$ cat config.mk
export PLATFORM = sky130hd
export DESIGN_NAME = vcop_seq_ctrl
export DESIGN_NICKNAME = d
export VERILOG_FILES = /design/src/rtl/vcop_seq_pkg.sv /design/src/rtl/vcop_op_fifo.sv /design/src/rtl/vcop_seq_ctrl.sv
export SDC_FILE = /design/constraint.sdc
export NUM_CORES = 1
export LEC_CHECK = 0
export CAP_MARGIN = 20
export CORE_ASPECT_RATIO = 1.2
export CORE_MARGIN = 10
export CORE_UTILIZATION = 50
export CTS_CLUSTER_SIZE = 24
export DETAILED_ROUTE_END_ITERATION = 8
export PLACE_DENSITY = 0.73
export SLEW_MARGIN = 10
export SYNTH_ARGS = -nofsm -noshare
export SYNTH_HDL_FRONTEND = slang
export SYNTH_HIERARCHICAL = 1
export SYNTH_SLANG_ARGS = --single-unit
$ cat constraint.sdc
create_clock -name vsi_clk -period 3 [get_ports vsi_clk]
set_input_delay 0.3 -clock vsi_clk [delete_from_list [all_inputs] [get_ports vsi_clk]]
set_output_delay 0.3 -clock vsi_clk [all_outputs]
set_load 0.01 [all_outputs]
$ cat src/rtl/vcop_seq_pkg.sv
// Shared types, default parameters and the beat-count helper for the vector
// coprocessor sequencer.
package vcop_seq_pkg;

    localparam int DEF_OP_W          = 32;
    localparam int DEF_LMUL_W        = 2;
    localparam int DEF_SEW_W         = 2;
    localparam int DEF_MAX_LMUL_LOG2 = 3;
    localparam int DEF_QDEPTH        = 4;

    typedef enum logic [1:0] {
        S_IDLE = 2'b00,
        S_EXEC = 2'b01,
        S_WB   = 2'b10
    } state_t;

    // Number of execution beats for a register group, with lmul clamped to max_log2.
    function automatic int unsigned beat_count(input int unsigned lmul,
                                               input int unsigned max_log2);
        int unsigned sh;
        sh = (lmul > max_log2) ? max_log2 : lmul;
        return 32'd1 << sh;
    endfunction

endpackage

$ cat src/rtl/vcop_op_fifo.sv
// Operation queue for the sequencer: synchronous FIFO, power-of-two depth,
// with occupancy count and full/empty flags.
module vcop_op_fifo #(
    parameter int W     = 36,
    parameter int DEPTH = 4
) (
    input  logic                     vsi_clk,
    input  logic                     vsi_rst_n,
    input  logic                     push,
    input  logic [W-1:0]             wdata,
    input  logic                     pop,
    output logic [W-1:0]             rdata,
    output logic                     full,
    output logic                     empty,
    output logic [$clog2(DEPTH):0]   count
);

    localparam int AW = $clog2(DEPTH);
    localparam int CW = AW + 1;

    logic [W-1:0]  mem [DEPTH];
    logic [AW-1:0] wr_ptr;
    logic [AW-1:0] rd_ptr;
    logic          do_push;
    logic          do_pop;

    assign full    = (count == CW'(DEPTH));
    assign empty   = (count == '0);
    assign do_push = push && !full;
    assign do_pop  = pop && !empty;
    assign rdata   = mem[rd_ptr];

    // NOTE: the storage array has no reset; count decides which entries are live.
    always_ff @(posedge vsi_clk) begin
        if (do_push) begin
            mem[wr_ptr] <= wdata;
        end
    end

    // NOTE: sequential state uses non-blocking assignments so every register
    // samples pre-edge values regardless of process ordering.
    always_ff @(posedge vsi_clk or negedge vsi_rst_n) begin
        if (!vsi_rst_n) begin
            wr_ptr <= '0;
            rd_ptr <= '0;
            count  <= '0;
        end else begin
            if (do_push) wr_ptr <= wr_ptr + 1'b1;
            if (do_pop)  rd_ptr <= rd_ptr + 1'b1;
            case ({do_push, do_pop})
                2'b10:   count <= count + 1'b1;
                2'b01:   count <= count - 1'b1;
                default: count <= count;
            endcase
        end
    end

endmodule

$ cat src/rtl/vcop_seq_ctrl.sv
// Vector coprocessor sequencer: queues driver operations and runs each as an
// LMUL-sized multi-beat execution plus one write-back cycle. VCOP_SEQ_PERF_EN adds perf counters.
module vcop_seq_ctrl
    import vcop_seq_pkg::*;
#(
    parameter int OP_W          = DEF_OP_W,
    parameter int LMUL_W        = DEF_LMUL_W,
    parameter int SEW_W         = DEF_SEW_W,
    parameter int MAX_LMUL_LOG2 = DEF_MAX_LMUL_LOG2,
    parameter int QDEPTH        = DEF_QDEPTH
) (
    input  logic                       vsi_clk,
    input  logic                       vsi_rst_n,
    input  logic                       vsi_op_valid,
    output logic                       vsi_op_ready,
    input  logic [OP_W-1:0]            vsi_op,
    input  logic [LMUL_W-1:0]          vsi_lmul,
    input  logic [SEW_W-1:0]           vsi_sew,
    output logic                       vsi_cop_idle,
    input  logic                       dp_stall,
    output logic                       exec_en,
    output logic [MAX_LMUL_LOG2-1:0]   beat_idx,
    output logic                       last_beat,
    output logic                       write_en,
    output logic [OP_W-1:0]            op_reg,
    output logic [LMUL_W-1:0]          lmul_reg,
    output logic [SEW_W-1:0]           sew_reg,
    output logic [$clog2(QDEPTH):0]    q_count
`ifdef VCOP_SEQ_PERF_EN
    ,
    output logic [31:0]                perf_busy,
    output logic [31:0]                perf_retired
`endif
);

    localparam int FW = OP_W + LMUL_W + SEW_W;

    state_t                     state;
    state_t                     next_state;
    logic [MAX_LMUL_LOG2-1:0]   beat_cnt;
    logic [MAX_LMUL_LOG2-1:0]   last_idx;
    logic                       pop;
    logic                       q_full;
    logic                       q_empty;
    logic [FW-1:0]              q_rdata;

    assign vsi_op_ready = !q_full;
    assign vsi_cop_idle = (state == S_IDLE) && q_empty;
    assign last_idx     = MAX_LMUL_LOG2'(beat_count(32'(lmul_reg), MAX_LMUL_LOG2) - 1);

    vcop_op_fifo #(
        .W     (FW),
        .DEPTH (QDEPTH)
    ) u_fifo (
        .vsi_clk   (vsi_clk),
        .vsi_rst_n (vsi_rst_n),
        .push      (vsi_op_valid),
        .wdata     ({vsi_op, vsi_lmul, vsi_sew}),
        .pop       (pop),
        .rdata     (q_rdata),
        .full      (q_full),
        .empty     (q_empty),
        .count     (q_count)
    );

    // NOTE: every output of this block gets a default first, so no path infers a latch.
    always_comb begin
        next_state = state;
        pop        = 1'b0;
        exec_en    = 1'b0;
        last_beat  = 1'b0;
        write_en   = 1'b0;
        beat_idx   = '0;
        case (state)
            S_IDLE: begin
                if (!q_empty) begin
                    pop        = 1'b1;
                    next_state = S_EXEC;
                end
            end
            S_EXEC: begin
                beat_idx  = beat_cnt;
                exec_en   = !dp_stall;
                last_beat = (beat_cnt == last_idx);
                if (!dp_stall && last_beat) next_state = S_WB;
            end
            S_WB: begin
                // Back-to-back issue: the next queued op is popped during write-back.
                write_en = 1'b1;
                if (!q_empty) begin
                    pop        = 1'b1;
                    next_state = S_EXEC;
                end else begin
                    next_state = S_IDLE;
                end
            end
            default: next_state = S_IDLE;
        endcase
    end

    always_ff @(posedge vsi_clk or negedge vsi_rst_n) begin
        if (!vsi_rst_n) begin
            state    <= S_IDLE;
            beat_cnt <= '0;
            op_reg   <= '0;
            lmul_reg <= '0;
            sew_reg  <= '0;
        end else begin
            state <= next_state;
            if (pop) begin
                {op_reg, lmul_reg, sew_reg} <= q_rdata;
                beat_cnt                    <= '0;
            end else if (state == S_EXEC && !dp_stall && !last_beat) begin
                beat_cnt <= beat_cnt + 1'b1;
            end
        end
    end

`ifdef VCOP_SEQ_PERF_EN
    always_ff @(posedge vsi_clk or negedge vsi_rst_n) begin
        if (!vsi_rst_n) begin
            perf_busy    <= '0;
            perf_retired <= '0;
        end else begin
            if (state != S_IDLE && perf_busy != 32'hFFFF_FFFF) perf_busy <= perf_busy + 1'b1;
            if (state == S_WB && perf_retired != 32'hFFFF_FFFF) perf_retired <= perf_retired + 1'b1;
        end
    end
`else
    // Counters absent in this build.
`endif

endmodule

After elaboration in Yosys (flattened, before gate mapping)

Memories as Yosys holds them, arrays and structs flattened. A register that Yosys moved wholly into a read port is not among the register bits.
Index checks and enable logic that the tools add are counted.

Output and inout bits: 47
Logic and storage cells: 53
Memories kept: 1
Register bits: 12
RAM bits: 144

Reduce and logical (&&, ||, !) cells: 17
Add/sub/neg operators: 6
Multiplexer cells: 15
Shift-type cells: 1
Equality and inequality tests: 8

Memory list:

| name       | depth | bits a word | read ports | clocked after Yosys merged registers in | wr ports | line               | RTL |
|---|---|---|---|---|---|---|---|
| u_fifo.mem | 4     | 36          | 1          | 1                                       | 1        | vcop_op_fifo.sv:21 | `logic [W-1:0] mem [DEPTH];` |

Operators by type and width:

| kind                                              | number |
|---|---|
| 2-to-1 mux 3 bit                                  | 3 |
| 2-to-1 mux 1 bit                                  | 8 |
| adder 3 x 1 -> 3 bit (second input constant)      | 2 |
| logical AND 1 bit                                 | 6 |
| one-hot mux 2 bit (3 select lines)                | 1 |
| one-hot mux 3 bit (2 select lines)                | 1 |
| subtractor 3 x 1 -> 3 bit (second input constant) | 2 |
| logical NOT 1 bit                                 | 5 |
| adder 2 x 1 -> 2 bit (second input constant)      | 2 |
| == test 2 x 1 -> 1 bit (second input constant)    | 2 |
| == test 2 bit (second input constant)             | 2 |
| 2-to-1 mux 2 bit                                  | 2 |
| inequality test 2 bit (second input constant)     | 2 |
| nonzero test 2 bit                                | 2 |
| == test 3 bit                                     | 1 |
| == test 3 bit (second input constant)             | 1 |
| logical NOT 3 bit                                 | 1 |
| left shift 1 x 2 -> 3 bit (first input constant)  | 1 |
| logical NOT 2 bit                                 | 1 |
| AND reduction 2 bit                               | 1 |
| OR reduction 2 bit                                | 1 |

Logic depth before layout (Yosys ltp)

Word-level depth: 8
Depth in mapped cells: 10

Modules after synthesis

The synthesis kept the hierarchy.

Modules (own cells, without submodules):

| module        | sequential area each (um^2) | cells each | area each (um^2) | instances |
|---|---|---|---|---|
| vcop_op_fifo  | 4499.3                      | 225        | 5635.4           | 1 |
| vcop_seq_ctrl | 1026.0                      | 114        | 1686.6           | 1 |

Worst setup path after synthesis

Ideal clock, no wire load.

Kind: reg-to-reg
Start: register u_fifo.count[0]
End: register u_fifo.count[2]
Clock period less this slack: 2.176 ns
Setup slack: 0.824 ns
Buffers on the path: 1
Arrival: 2.096 ns
Stages on the path, launching flop included: 11
Library setup time: 0.079 ns
Data required time: 2.921 ns
Cells stage by stage: dfrtp_1 > nor3_1 > nor2_1 > buf_6 > o31a_1 > ha_1 > inv_1 > fa_1 > xor2_1 > nor2_1 > xor2_1

Longest elaborated chain between the ends: 6

Ends and longest elaborated chain:

| what                                                                     | line                                     | RTL |
|---|---|---|
| start: declaration                                                       | vcop_op_fifo.sv:15                       | `output logic [$clog2(DEPTH):0] count` |
| start signal: assignment                                                 | vcop_op_fifo.sv:51                       | `2'b10: count <= count + 1'b1;` |
| start signal: assignment                                                 | vcop_op_fifo.sv:52                       | `2'b01: count <= count - 1'b1;` |
| start signal: assignment                                                 | vcop_op_fifo.sv:53                       | `default: count <= count;` |
| logical NOT 3 bit *                                                      | vcop_op_fifo.sv:28                       | `assign empty = (count == '0);` |
| net q_empty                                                              | vcop_seq_ctrl.sv:44                      | `logic q_empty;` |
| 2-to-1 mux 1 bit *                                                       | vcop_seq_ctrl.sv:76, vcop_seq_ctrl.sv:90 |  |
| 2-to-1 mux 1 bit *                                                       | --                                       |  |
| net pop                                                                  | vcop_seq_ctrl.sv:42                      | `logic pop;` |
| logical AND 1 bit *                                                      | vcop_op_fifo.sv:30                       | `assign do_pop = pop && !empty;` |
| net u_fifo.do_pop                                                        | vcop_op_fifo.sv:25                       | `logic do_pop;` |
| == test 2 x 1 -> 1 bit or == test 2 bit (tied branches)                  | vcop_op_fifo.sv:50                       | `case ({do_push, do_pop})` |
| one-hot mux 3 bit (2 select lines) or nonzero test 2 bit (tied branches) | --                                       |  |

Mark *: on every way through the listed nets, which the timed path passes. The rest lies on a longest branch.
A chain may end at the register's enable or synchronous reset.

Final worst setup path

Start: register lmul_reg[1], read port of u_fifo.mem
End: output last_beat

Longest elaborated chain between the ends: 4

Ends and longest elaborated chain:

| what                      | line                | RTL |
|---|---|---|
| start: declaration        | vcop_seq_ctrl.sv:26 | `output logic [LMUL_W-1:0] lmul_reg,` |
| left shift 1 x 2 -> 3 bit | vcop_seq_pkg.sv:22  | `return 32'd1 << sh;` |
| subtractor 3 x 1 -> 3 bit | vcop_seq_ctrl.sv:49 | `assign last_idx = MAX_LMUL_LOG2'(beat_count(32'(lmul_reg), MAX_LMUL_LOG2) - 1);` |
| == test 3 bit             | vcop_seq_ctrl.sv:84 | `last_beat = (beat_cnt == last_idx);` |
| 2-to-1 mux 1 bit          | vcop_seq_ctrl.sv:74 | `case (state)` |
| end: declaration          | vcop_seq_ctrl.sv:23 | `output logic last_beat,` |

No other way between the ends.

==> results.md <==
- Setup TNS: 0 ps
- Starting Density: 0.510
- Register area share after synthesis: 0.755
- Largest cells by area after synthesis: edfxtp_1 59%, dfrtp_1 16%, mux4_2 11%
- Port bufs: between 80 and 90
- Hold Vio Cnt, Final: 0
- Worst setup margin: 455 ps
- CP Max Fanout: 5
- Max FFs per register: approximately 140
- Root buf cell: clkbuf_16
- Vias in the first global route: slightly below 4000
- Hold_buf cts: 0
- Post-Route WL: between 10000 and 15000 um
- DIE WIDTH: between 100 and 150 um
- Detail Route Antenna Nets: 0
- CP Data Arrival Time: about 2200 ps
- WL per Instance: between 20 and 25 um
- CTS buffer count: 17
- Async SR Flop Fraction: 0.250
- Postcts setup bufs: 0
- Setup Crit Path Kind: reg2out
- Synthesized Nets: 386
- Achievable Freq: 393 MHz
- Clock sink count: roughly 190
- Share of the synthesized area in the top cell type: 0.591
- # Max-Cap Violations: 0
- Final-layout fill cell count: about 980
- Vias post-DR: about 3500
- Synth area leader: edfxtp_1
- ANT cells: 0
- Worst hold path type: in2async
- Most frequent cell after synthesis: edfxtp_1
- Leak: 3.18 nW
- Crit path capture type: output port
- Most common library cells after synthesis: 144 x edfxtp_1, 48 x dfrtp_1, 37 x mux2_2
- R2r setup slk: approximately 850 ps
- Pin count of the biggest net entering global routing: 40
- Hpwl dp: slightly above 9000 um
- Slew @ Worst Pin: 955 ps
- DP Worst Slack: ~830 ps
- RSZ-0062 raised after global routing: no
- Final Max Slew Viols: 0
- PD cells: 1040 nW/um^2
- Gr usage total: 0.145
- Synthesized instance count: 339
- Number of enable flip-flop cells after synthesis: 144
- Layout cell share with drive strength beyond 1: 0.299
- Peak supply drop: around 0.68 mV
- Nets: 489
- Clock Latency Late Sink: approximately 420 ps
- Period utilization: 0.848
- Initial antenna violation count: 0
- TritonCTS clock tree: done
- Cts repair resizes: 0
- Slew HR: 0.363
- Synth Warn #: 6
- Mapped Avg Cell Area: approximately 22 um^2
- Critical Path RT: around 2700 ps
- Clk slew on worst S/H paths: 60 ps
- IO Pins: 87
- Initial DRT Pass Iterations: 4
- Post-Syn Area: 7320 um^2
- Synthesis-to-finish area growth: 23.9%
- DRC: 0
- CTS HTree Levels: 4
- Row count: 48
- Iteration-0 DRC count of the detailed router: 181
- First-pass GRT wire length: 21600 um
- Overall power: between 9 and 10 mW
- DR vias/cell: ~5.5
- Routability Congestion: approximately 0.77
- Synth Register Bits: approximately 190
- Final clock skew: approximately 7.6 ps
- CORE AREA: 14400 um^2
- Cell variety after synth: 36
- Die height: 153 um
- Overflow after GRT: 0
- Setup violators final: 0
- Period minus WS final: approximately 2500 ps
- Critical path launch point type: flip-flop
- Top FF cell, synth: edfxtp_1
- Clock Path Buffers: 2
- Die Area: 19900 um^2
- Status: complete, no violations
## cell usage in the layout, fill, tap and decap left out, types with 2 or more instances in the layout
cell / instances
a21oi_1: 2
and2_2: 7
buf_12: 5
buf_4: 5
bufinv_16: 3
clkbuf_16: 17
clkbuf_8: 4
clkdlybuf4s50_1: 85
clkinv_2: 3
clkinvlp_4: 2
dfrtp_1: 46
dfrtp_2: 2
edfxtp_1: 144
ha_1: 6
inv_1: 7
inv_6: 3
mux2_2: 37
mux2i_1: 2
mux4_2: 36
nand2_1: 2
nor2_1: 4
nor3_1: 2
nor3b_1: 2
o21ai_0: 4
o31a_1: 2
xnor2_1: 3
xor2_1: 4
## report_power, final
part	leakage [nW]	switching (mW)	internal, mW
Combinational	0.983	1.29	1.74
Clock	0.306	0.916	1.41
Sequential	1.89	0.418	3.64
Total	3.18	2.62	6.79
## through the flow
stage	hold slack (ps)	std cells	instance area, um^2	utilization
4_1_cts	35.4	630	9070	0.632
2_1_floorplan	4.41	339	7320	-
3_5_place_dp	490	598	8440	0.588
5_1_grt	67.3	630	9070	0.632
6_report	26.4	630	9070	0.632
3_3_place_gp	471	598	8440	0.588
## layer usage
| metal | up-vias | part of all wire | global-route usage |
|---|---|---|---|
| met5 | - | 0 | 0 |
| met4 | 0 | 0.015 | 0.0573 |
| met3 | 12 | 0.043 | 0.0390 |
| met2 | 75 | 0.56 | 0.249 |
| met1 | 1816 | 0.38 | 0.166 |
| li1 | 1551 | - | - |
## path summary, 6_finish.rpt
path / end / start / cells after the start
max: last_beat / lmul_reg[1] / 5
min: op_reg[1] / vsi_rst_n / 1
max reg2reg: u_fifo/count[2] / u_fifo/count[0] / 9
min reg2reg: op_reg[17] / op_reg[17] / 1
max in group asynchronous: op_reg[4] / vsi_rst_n / 2
min in group vsi_clk: op_reg[17] / op_reg[17] / 1
## logic make-up after synthesis
family	Yosys count	share of synthesized area
muxes	75	0.170
xor gates and xnor gates	7	0.00837
and+or+nand+nor	28	0.0251
AOI/OAI and AO/OA	10	0.00991
DFF	192	0.755
buffers and inverters	20	0.0186
adders and majority gates	7	0.0130
## worst max-delay path, stage by stage, from the launching register on
cell,delay (ps)
dfrtp_1,420
or3_4,420
o22ai_2,240
nor2_1,110
nor2_1,90
clkdlybuf4s50_1,540
## area by class of cell
class	count	area, um^2	area share
flip-flops and latches	192	5530	0.609
multi-input cells	127	1670	0.184
repair buffers	96	993	0.109
well taps	175	219	0.0241
inverters	8	31.3	0.00345
clock buffers	21	480	0.0529
clock inverters	11	150	0.0165
(Power assumes the default switching activity.)
